File: src/rtl/bitvault_cmd_ctrl.sv
// Command controller for the BitVault 4x8 register file: parses 1/2-byte
// frames from a byte stream, drives the write/read ports, returns read data.
//
// state   | meaning
// --------+----------------------------------------------------------
// S_IDLE  | waiting for a command byte
// S_WDATA | WRITE command taken, waiting (with timeout) for data byte
// S_WRITE | single-cycle register-file write strobe
// S_RD    | read address presented, capture rf_rdata
// S_RESP  | response held on out_* until the sink accepts it
module bitvault_cmd_ctrl #(
  parameter int unsigned TIMEOUT = 16
) (
  input  logic       clk,
  input  logic       rst_n,
  input  logic       in_valid,
  input  logic [7:0] in_data,
  output logic       in_ready,
  output logic       out_valid,
  output logic [7:0] out_data,
  input  logic       out_ready,
  output logic       rf_we,
  output logic [1:0] rf_waddr,
  output logic [7:0] rf_wdata,
  output logic [1:0] rf_raddr,
  input  logic [7:0] rf_rdata,
  output logic       err,
  output logic [7:0] err_count
);

  localparam logic [7:0] TMO_LOAD = 8'(TIMEOUT);

  typedef enum logic [2:0] {
    S_IDLE,
    S_WDATA,
    S_WRITE,
    S_RD,
    S_RESP
  } state_t;

  state_t     state, state_nxt;
  logic       xfer;
  logic       cmd_bad;
  logic       err_nxt;
  logic       waddr_ld;
  logic       wdata_ld;
  logic       raddr_ld;
  logic       rd_cap;
  logic       resp_done;
  logic       tmo_run;
  logic [7:0] tmo_cnt;

  assign xfer    = in_valid & in_ready;
  assign cmd_bad = (in_data[7:6] == 2'b11) || (in_data[5:2] != 4'd0);

  always_comb begin
    state_nxt = state;
    err_nxt   = 1'b0;
    waddr_ld  = 1'b0;
    wdata_ld  = 1'b0;
    raddr_ld  = 1'b0;
    rd_cap    = 1'b0;
    resp_done = 1'b0;
    tmo_run   = 1'b0;
    case (state)
      S_IDLE: begin
        if (xfer) begin
          if (cmd_bad) begin
            err_nxt = 1'b1;
          end else begin
            case (in_data[7:6])
              2'b01: begin
                state_nxt = S_WDATA;
                waddr_ld  = 1'b1;
              end
              2'b10: begin
                state_nxt = S_RD;
                raddr_ld  = 1'b1;
              end
              default: state_nxt = S_IDLE;
            endcase
          end
        end
      end
      S_WDATA: begin
        if (xfer) begin
          wdata_ld  = 1'b1;
          state_nxt = S_WRITE;
        end else begin
          tmo_run = 1'b1;
          // count of 1 means this idle edge is the last one allowed
          if (tmo_cnt == 8'd1) begin
            err_nxt   = 1'b1;
            state_nxt = S_IDLE;
          end
        end
      end
      S_WRITE: state_nxt = S_IDLE;
      S_RD: begin
        rd_cap    = 1'b1;
        state_nxt = S_RESP;
      end
      S_RESP: begin
        if (out_ready) begin
          resp_done = 1'b1;
          state_nxt = S_IDLE;
        end
      end
      default: state_nxt = S_IDLE;
    endcase
  end

  always_ff @(posedge clk or negedge rst_n) begin
    if (!rst_n) state <= S_IDLE;
    else        state <= state_nxt;
  end

  always_ff @(posedge clk or negedge rst_n) begin
    if (!rst_n) begin
      in_ready  <= 1'b0;
      out_valid <= 1'b0;
      out_data  <= 8'd0;
      rf_we     <= 1'b0;
      rf_waddr  <= 2'd0;
      rf_wdata  <= 8'd0;
      rf_raddr  <= 2'd0;
      err       <= 1'b0;
      err_count <= 8'd0;
      tmo_cnt   <= 8'd0;
    end else begin
      in_ready <= (state_nxt == S_IDLE) || (state_nxt == S_WDATA);
      rf_we    <= (state_nxt == S_WRITE);
      err      <= err_nxt;
      if (err_nxt && (err_count != 8'hFF)) err_count <= err_count + 8'd1;
      if (waddr_ld) rf_waddr <= in_data[1:0];
      if (wdata_ld) rf_wdata <= in_data;
      if (raddr_ld) rf_raddr <= in_data[1:0];
      if (waddr_ld)     tmo_cnt <= TMO_LOAD;
      else if (tmo_run) tmo_cnt <= tmo_cnt - 8'd1;
      if (rd_cap) begin
        out_data  <= rf_rdata;
        out_valid <= 1'b1;
      end else if (resp_done) begin
        out_valid <= 1'b0;
      end
    end
  end

endmodule

File: config.mk
export PLATFORM = sky130hd
export DESIGN_NAME = bitvault_cmd_ctrl
export DESIGN_NICKNAME = d
export VERILOG_FILES = /design/src/rtl/bitvault_cmd_ctrl.sv
export SDC_FILE = /design/constraint.sdc
export NUM_CORES = 1
export LEC_CHECK = 0
export CELL_PAD_IN_SITES_DETAIL_PLACEMENT = 1
export CELL_PAD_IN_SITES_GLOBAL_PLACEMENT = 2
export CORE_UTILIZATION = 34
export CTS_CLUSTER_DIAMETER = 80
export DETAILED_ROUTE_END_ITERATION = 10
export PLACE_DENSITY = 0.89
export SLEW_MARGIN = 10
export SYNTH_ARGS = -nofsm -noshare
export SYNTH_HDL_FRONTEND = slang
export SYNTH_SLANG_ARGS = --single-unit
File: constraint.sdc
create_clock -name clk -period 4.5 [get_ports clk]
set_input_delay 0.9 -clock clk [delete_from_list [all_inputs] [get_ports clk]]
set_output_delay 0.9 -clock clk [all_outputs]
set_load 0.005 [all_outputs]
==> results of run 1 <==
## Yosys cell counts, types with 2 or more instances
cell type | n | area [um^2]
nor2_1 | 10 | 37.5
dfrtp_1 | 43 | 1080
ha_1 | 7 | 87.6
a2111oi_2 | 2 | 30.0
mux2_1 | 2 | 22.5
a21oi_1 | 7 | 35.0
a211oi_1 | 2 | 15.0
nand2_1 | 10 | 37.5
or3_1 | 2 | 12.5
clkbuf_1 | 2 | 7.51
nand2b_1 | 2 | 12.5
o21ai_0 | 4 | 20.0
xor2_1 | 10 | 87.6
nand4_1 | 4 | 25.0
or4_4 | 2 | 22.5
and2_1 | 2 | 12.5
inv_1 | 7 | 26.3
mux2_2 | 19 | 214
nand3_1 | 7 | 35.0
## stage by stage
stage                     utilization (%)  hold WS, ns  instance area (um^2)  worst slack, ns  std cells
after global placement               46.2        0.476                  2590             1.42        282
final                                48.1        0.501                  2700             1.70        289
after CTS                            48.1        0.505                  2700             1.67        289
after detailed placement             46.2        0.477                  2590             1.34        282
after floorplan                         -        0.473                  2010             2.05        162
after global routing                 48.1        0.530                  2700             1.63        289
## routing by layer
layer,up-vias,wire length (um),track usage [%]
met5,-,0,0
met4,0,114,6.91
met3,9,266,5.52
met2,43,2040,24.3
met1,703,1830,18.6
li1,681,-,-
## how the worst max path moves through the flow
stage               start           to  slack, ns
2_1_floorplan  in_data[3]  rf_waddr[0]       2.05
3_3_place_gp   in_data[3]  rf_waddr[1]       1.42
3_5_place_dp   in_data[3]  rf_waddr[0]       1.34
4_1_cts        in_data[3]  rf_waddr[0]       1.67
5_1_grt        in_data[3]  rf_waddr[0]       1.63
6_report       in_data[3]  rf_waddr[0]       1.70
## area by class of cell
cell class	instances	share of cell area [%]
clock buffers	5	2.55
clock inverters	2	1.39
inverters	7	0.974
multi-input cells	109	33.1
flip-flops and latches	43	39.9
well taps	72	3.34
repair buffers	51	18.7
## cells in the final DEF (no fill, tap or decap), types with 2 or more instances in the layout
cell	instances
clkdlybuf4s50_1	50
dfrtp_1	43
mux2_2	19
nand2_1	10
nor2_1	10
xor2_1	10
inv_1	7
nand3_1	7
a21oi_1	7
ha_1	7
clkbuf_8	5
o21ai_0	4
nand4_1	4
and2_1	2
or4_4	2
or3_1	2
a211oi_1	2
nand2b_1	2
mux2_1	2
a2111oi_2	2
## sequential cells by signal, indices dropped and copies added, names as in the netlist
register   cells
err_count      8
out_data       8
rf_wdata       8
tmo_cnt        8
state          3
rf_raddr       2
rf_waddr       2
err            1
in_ready       1
out_valid      1
rf_we          1
## cell families (layout without fill, tap and decap cells)
| group | count (synthesis) | count (layout) | share of synthesized area, % |
|---|---|---|---|
| flops | 43 | 43 | 53.5 |
| buf+inv | 10 | 65 | 2.05 |
| compound gates | 19 | 19 | 7.84 |
| simple gates | 51 | 51 | 15.7 |
| fa+ha+maj | 7 | 7 | 4.35 |
| mux | 21 | 21 | 11.8 |
| xor+xnor | 11 | 11 | 4.79 |
## worst max-delay path, cell delays in order
cell             delay (ns)
clkdlybuf4s50_1        0.42
or4_4                  0.58
nor4_1                 0.30
and2_1                 0.41
mux2_1                 0.37
## power by group
part / switching, uW / internal, uW / leakage (uW)
Sequential: 70.5 / 453 / 0.000551
Combinational: 120 / 175 / 0.000564
Clock: 128 / 162 / 0.0000502
Total: 318 / 790 / 0.00117
==> metrics, run 1 <==
Cell Rows=27; ANT cells=0; WP data required=4.68 ns; hold endpoint=rf_wdata[7]; die area=6230 um^2; cts hold-fix bufs=0; via count=1,436; Post-DRT Antenna Nets=0; register area=1080 um^2; Max Fanout on Critical Path=10; Post-synth ARST share=100%; first-pass GRT wire length=7270 um; total core area=5610 um^2; TritonCTS clock tree=done; Leakage=0.00117 uW; die width=78.9 um; FF-to-FF End=err_count[1]; CP Class=in -> reg; number of enable flip-flop cells after synthesis=0; register area share after synthesis=53.5%; Area Overhead vs Synth=34.1%; Syn Inst Count=162; Syn. warnings=0; Slew @ Worst Pin=0.959 ns; DRT Pass-1 Iters=4; Setup Skew=0.00581 ns; # clock sinks=43; GRT overflow=0; I/O Buffers=51; drt initial violations=73; WL final=4250 um; Pwr Density=411 nW/um^2; Post-Syn Area=2010 um^2; syn_area_per_cell=12.4 um^2; outcome=finished, final reports clean; FF-to-FF setup slack=2.49 ns; initial core utilization=35.9%; layout filler cell count=630; multi-input logic area=895 um^2; fin crit period=2.80 ns; chip height=78.9 um; H-tree Lvls=2; HP Class=reg -> reg; initial antenna violation count=0; Skew-Pair Late Insertion Delay=0.29 ns; Rel. slew slack=36.1%; root buf cell=clkbuf_8; I/O pin total=52; crit end category=flop; WL/cell=14.7 um; Detail Placement HPWL=3120 um; total CTS buffers=5; library cells used by synthesis=37; setup TNS=0 ns; total power=1110 uW; setup bufs post-CTS=0; Final Hold Viols=0; worst hold path cell count=2; Synth Register Bits=43; clock-pin slew on the worst setup and hold paths=0.08 ns; share of cells above drive strength 1=18.4%; # setup viols final=0; GPL Wtd Cong=0.736; Final period util=62.3%; worst vdd rail ir drop=0.167 mV; reg2reg path depth=6; # resized after CTS=0; routed vias/inst=4.97; min-delay src=rf_wdata[7]; Post-Syn Nets=189; largest net degree at the start of global routing=44; Worst Path Arrival=2.98 ns; Layout Nets=244; Startpoint Class=input port; CTS max path bufs=2; Total GRT Usage=15.3%; unrepaired setup endpoints after global routing=no; max-slew violations=0; reg2reg start=tmo_cnt[1]; Max-cap violations=0; DRC viols=0; fmax=357 MHz; vias in the first global route=1,530; Top FF cell, synth=dfrtp_1
Power figures use the tool's default switching activity.
==> run 2: changes to the inputs <==
--- a/config.mk
+++ b/config.mk
@@ -7,10 +7,10 @@
 export LEC_CHECK = 0
 export CELL_PAD_IN_SITES_DETAIL_PLACEMENT = 1
 export CELL_PAD_IN_SITES_GLOBAL_PLACEMENT = 2
-export CORE_UTILIZATION = 34
+export CORE_UTILIZATION = 28
 export CTS_CLUSTER_DIAMETER = 80
 export DETAILED_ROUTE_END_ITERATION = 10
-export PLACE_DENSITY = 0.89
+export PLACE_DENSITY = 0.78
 export SLEW_MARGIN = 10
 export SYNTH_ARGS = -nofsm -noshare
 export SYNTH_HDL_FRONTEND = slang
==> constraint.sdc (replaced) <==
create_clock -name clk -period 2.4 [get_ports clk]
set_input_delay 0.48 -clock clk [delete_from_list [all_inputs] [get_ports clk]]
set_output_delay 0.48 -clock clk [all_outputs]
set_load 0.005 [all_outputs]
==> metrics, run 2 (synthesis gave the netlist of run 1 again) <==
worst vdd rail ir drop=0.380 mV; WL/cell=13.5 um; Startpoint Class=input port; Slew @ Worst Pin=0.568 ns; Post-DRT Antenna Nets=0; first-pass GRT wire length=7570 um; root buf cell=clkbuf_8; Final period util=90.2%; initial core utilization=29.3%; WL met2=2150 um; routed wl met3=222 um; share of cells above drive strength 1=21.7%; register area=1080 um^2; layout filler cell count=742; fin crit period=2.17 ns; Max-cap violations=0; Leakage=0.00121 uW; Worst Path Arrival=2.35 ns; critical path startpoint=in_data[3]; die area=7530 um^2; setup bufs post-CTS=0; Finished Layout Cells=322; via count=1,440; # resized after CTS=0; # setup viols final=0; die width=86.8 um; total CTS buffers=5; most frequent cells in the layout=clkdlybuf4s50_1, dfrtp_1, mux2_2; Total GRT Usage=13.2%; largest net degree at the start of global routing=25; reg2reg path depth=6; reg2reg start=tmo_cnt[1]; TritonCTS clock tree=done; ANT cells=0; DRT Pass-1 Iters=4; GRT overflow=0; crit path to=rf_waddr[1]; initial antenna violation count=0; outcome=finished, final reports clean; fmax=462 MHz; FF-to-FF End=err_count[1]; chip height=86.8 um; dpl cells=314; total core area=6870 um^2; routed vias/inst=4.47; clock-pin slew on the worst setup and hold paths=0.09 ns; # clock sinks=43; WP data required=2.58 ns; HP Class=in -> async; FF-to-FF setup slack=0.44 ns; max-slew violations=0; drt initial violations=25; Cell Rows=30; vias in the first global route=1,533; commonest non-fill, non-tap cell in the layout=clkdlybuf4s50_1; Max Fanout on Critical Path=3; GPL Wtd Cong=0.721; multi-input logic area=895 um^2; Met1 Wirelength=1910 um; setup TNS=0 ns; CTS max path bufs=2; H-tree Lvls=2; Rel. slew slack=62.2%; Setup Skew=0.00388 ns; Detail Placement HPWL=3300 um; Final Hold Viols=0; cts hold-fix bufs=0; dpl ws=-0.111 ns; Top Metal Used=met4; WL final=4340 um; crit end category=flop; CP Class=in -> reg; Skew-Pair Late Insertion Delay=0.30 ns; Layout Nets=252; unrepaired setup endpoints after global routing=no; Area Overhead vs Synth=38.9%; I/O Buffers=51; hold slack=0.164 ns; I/O pin total=52; Worst Slack Setup Final=0.235 ns; Pwr Density=757 nW/um^2; DRC viols=0
run 2: cell count changes in the layout (fill, tap and decap cells not counted):
cell        before  now
buf_4            0    8
clkinv_2         0    1
clkinv_4         0    1
clkinvlp_4       1    0
run 2: how the worst min path moves through the flow:
stage	endpoint	slack (ns)	depth (start not counted)
2_1_floorplan	err	0.18	0
3_3_place_gp	rf_wdata[7]	0.48	2
3_5_place_dp	rf_wdata[7]	0.48	2
4_1_cts	rf_waddr[1]	0.18	1
5_1_grt	tmo_cnt[5]	0.20	1
6_report	tmo_cnt[5]	0.16	1
run 2: through the flow:
step,cell area [um^2],util [%],total power [uW]
floorplan,2010,-,1230
global placement,2680,39.1,1550
detailed placement,2680,39.1,1570
CTS,2800,40.7,2160
global route,2800,40.7,2260
finish,2800,40.7,2120
run 2: metal layers:
| layer | track usage, % | vias up |
|---|---|---|
| met5 | 0 | - |
| met4 | 4.55 | 0 |
| met3 | 4.00 | 6 |
| met2 | 22.7 | 31 |
| met1 | 15.6 | 706 |
| li1 | - | 697 |
run 2: cell type report:
type                    count  area share [%]
clock buffers               5            2.46
multi-input cells         109            32.0
clock inverters             3            1.57
repair buffers             59            20.2
well taps                  96            4.30
flip-flops and latches     43            38.5
inverters                   7           0.940
run 2: report_power, final:
group          switching (uW)  internal, uW
clock                     268           310
combinational             224           336
sequential                128           849
total                     620          1500
run 2: critical path, cell delays in order:
cell and delay [ns]:
clkdlybuf4s50_1 0.41, or4_4 0.55, nor4_1 0.32, and2_1 0.24, mux2_1 0.34
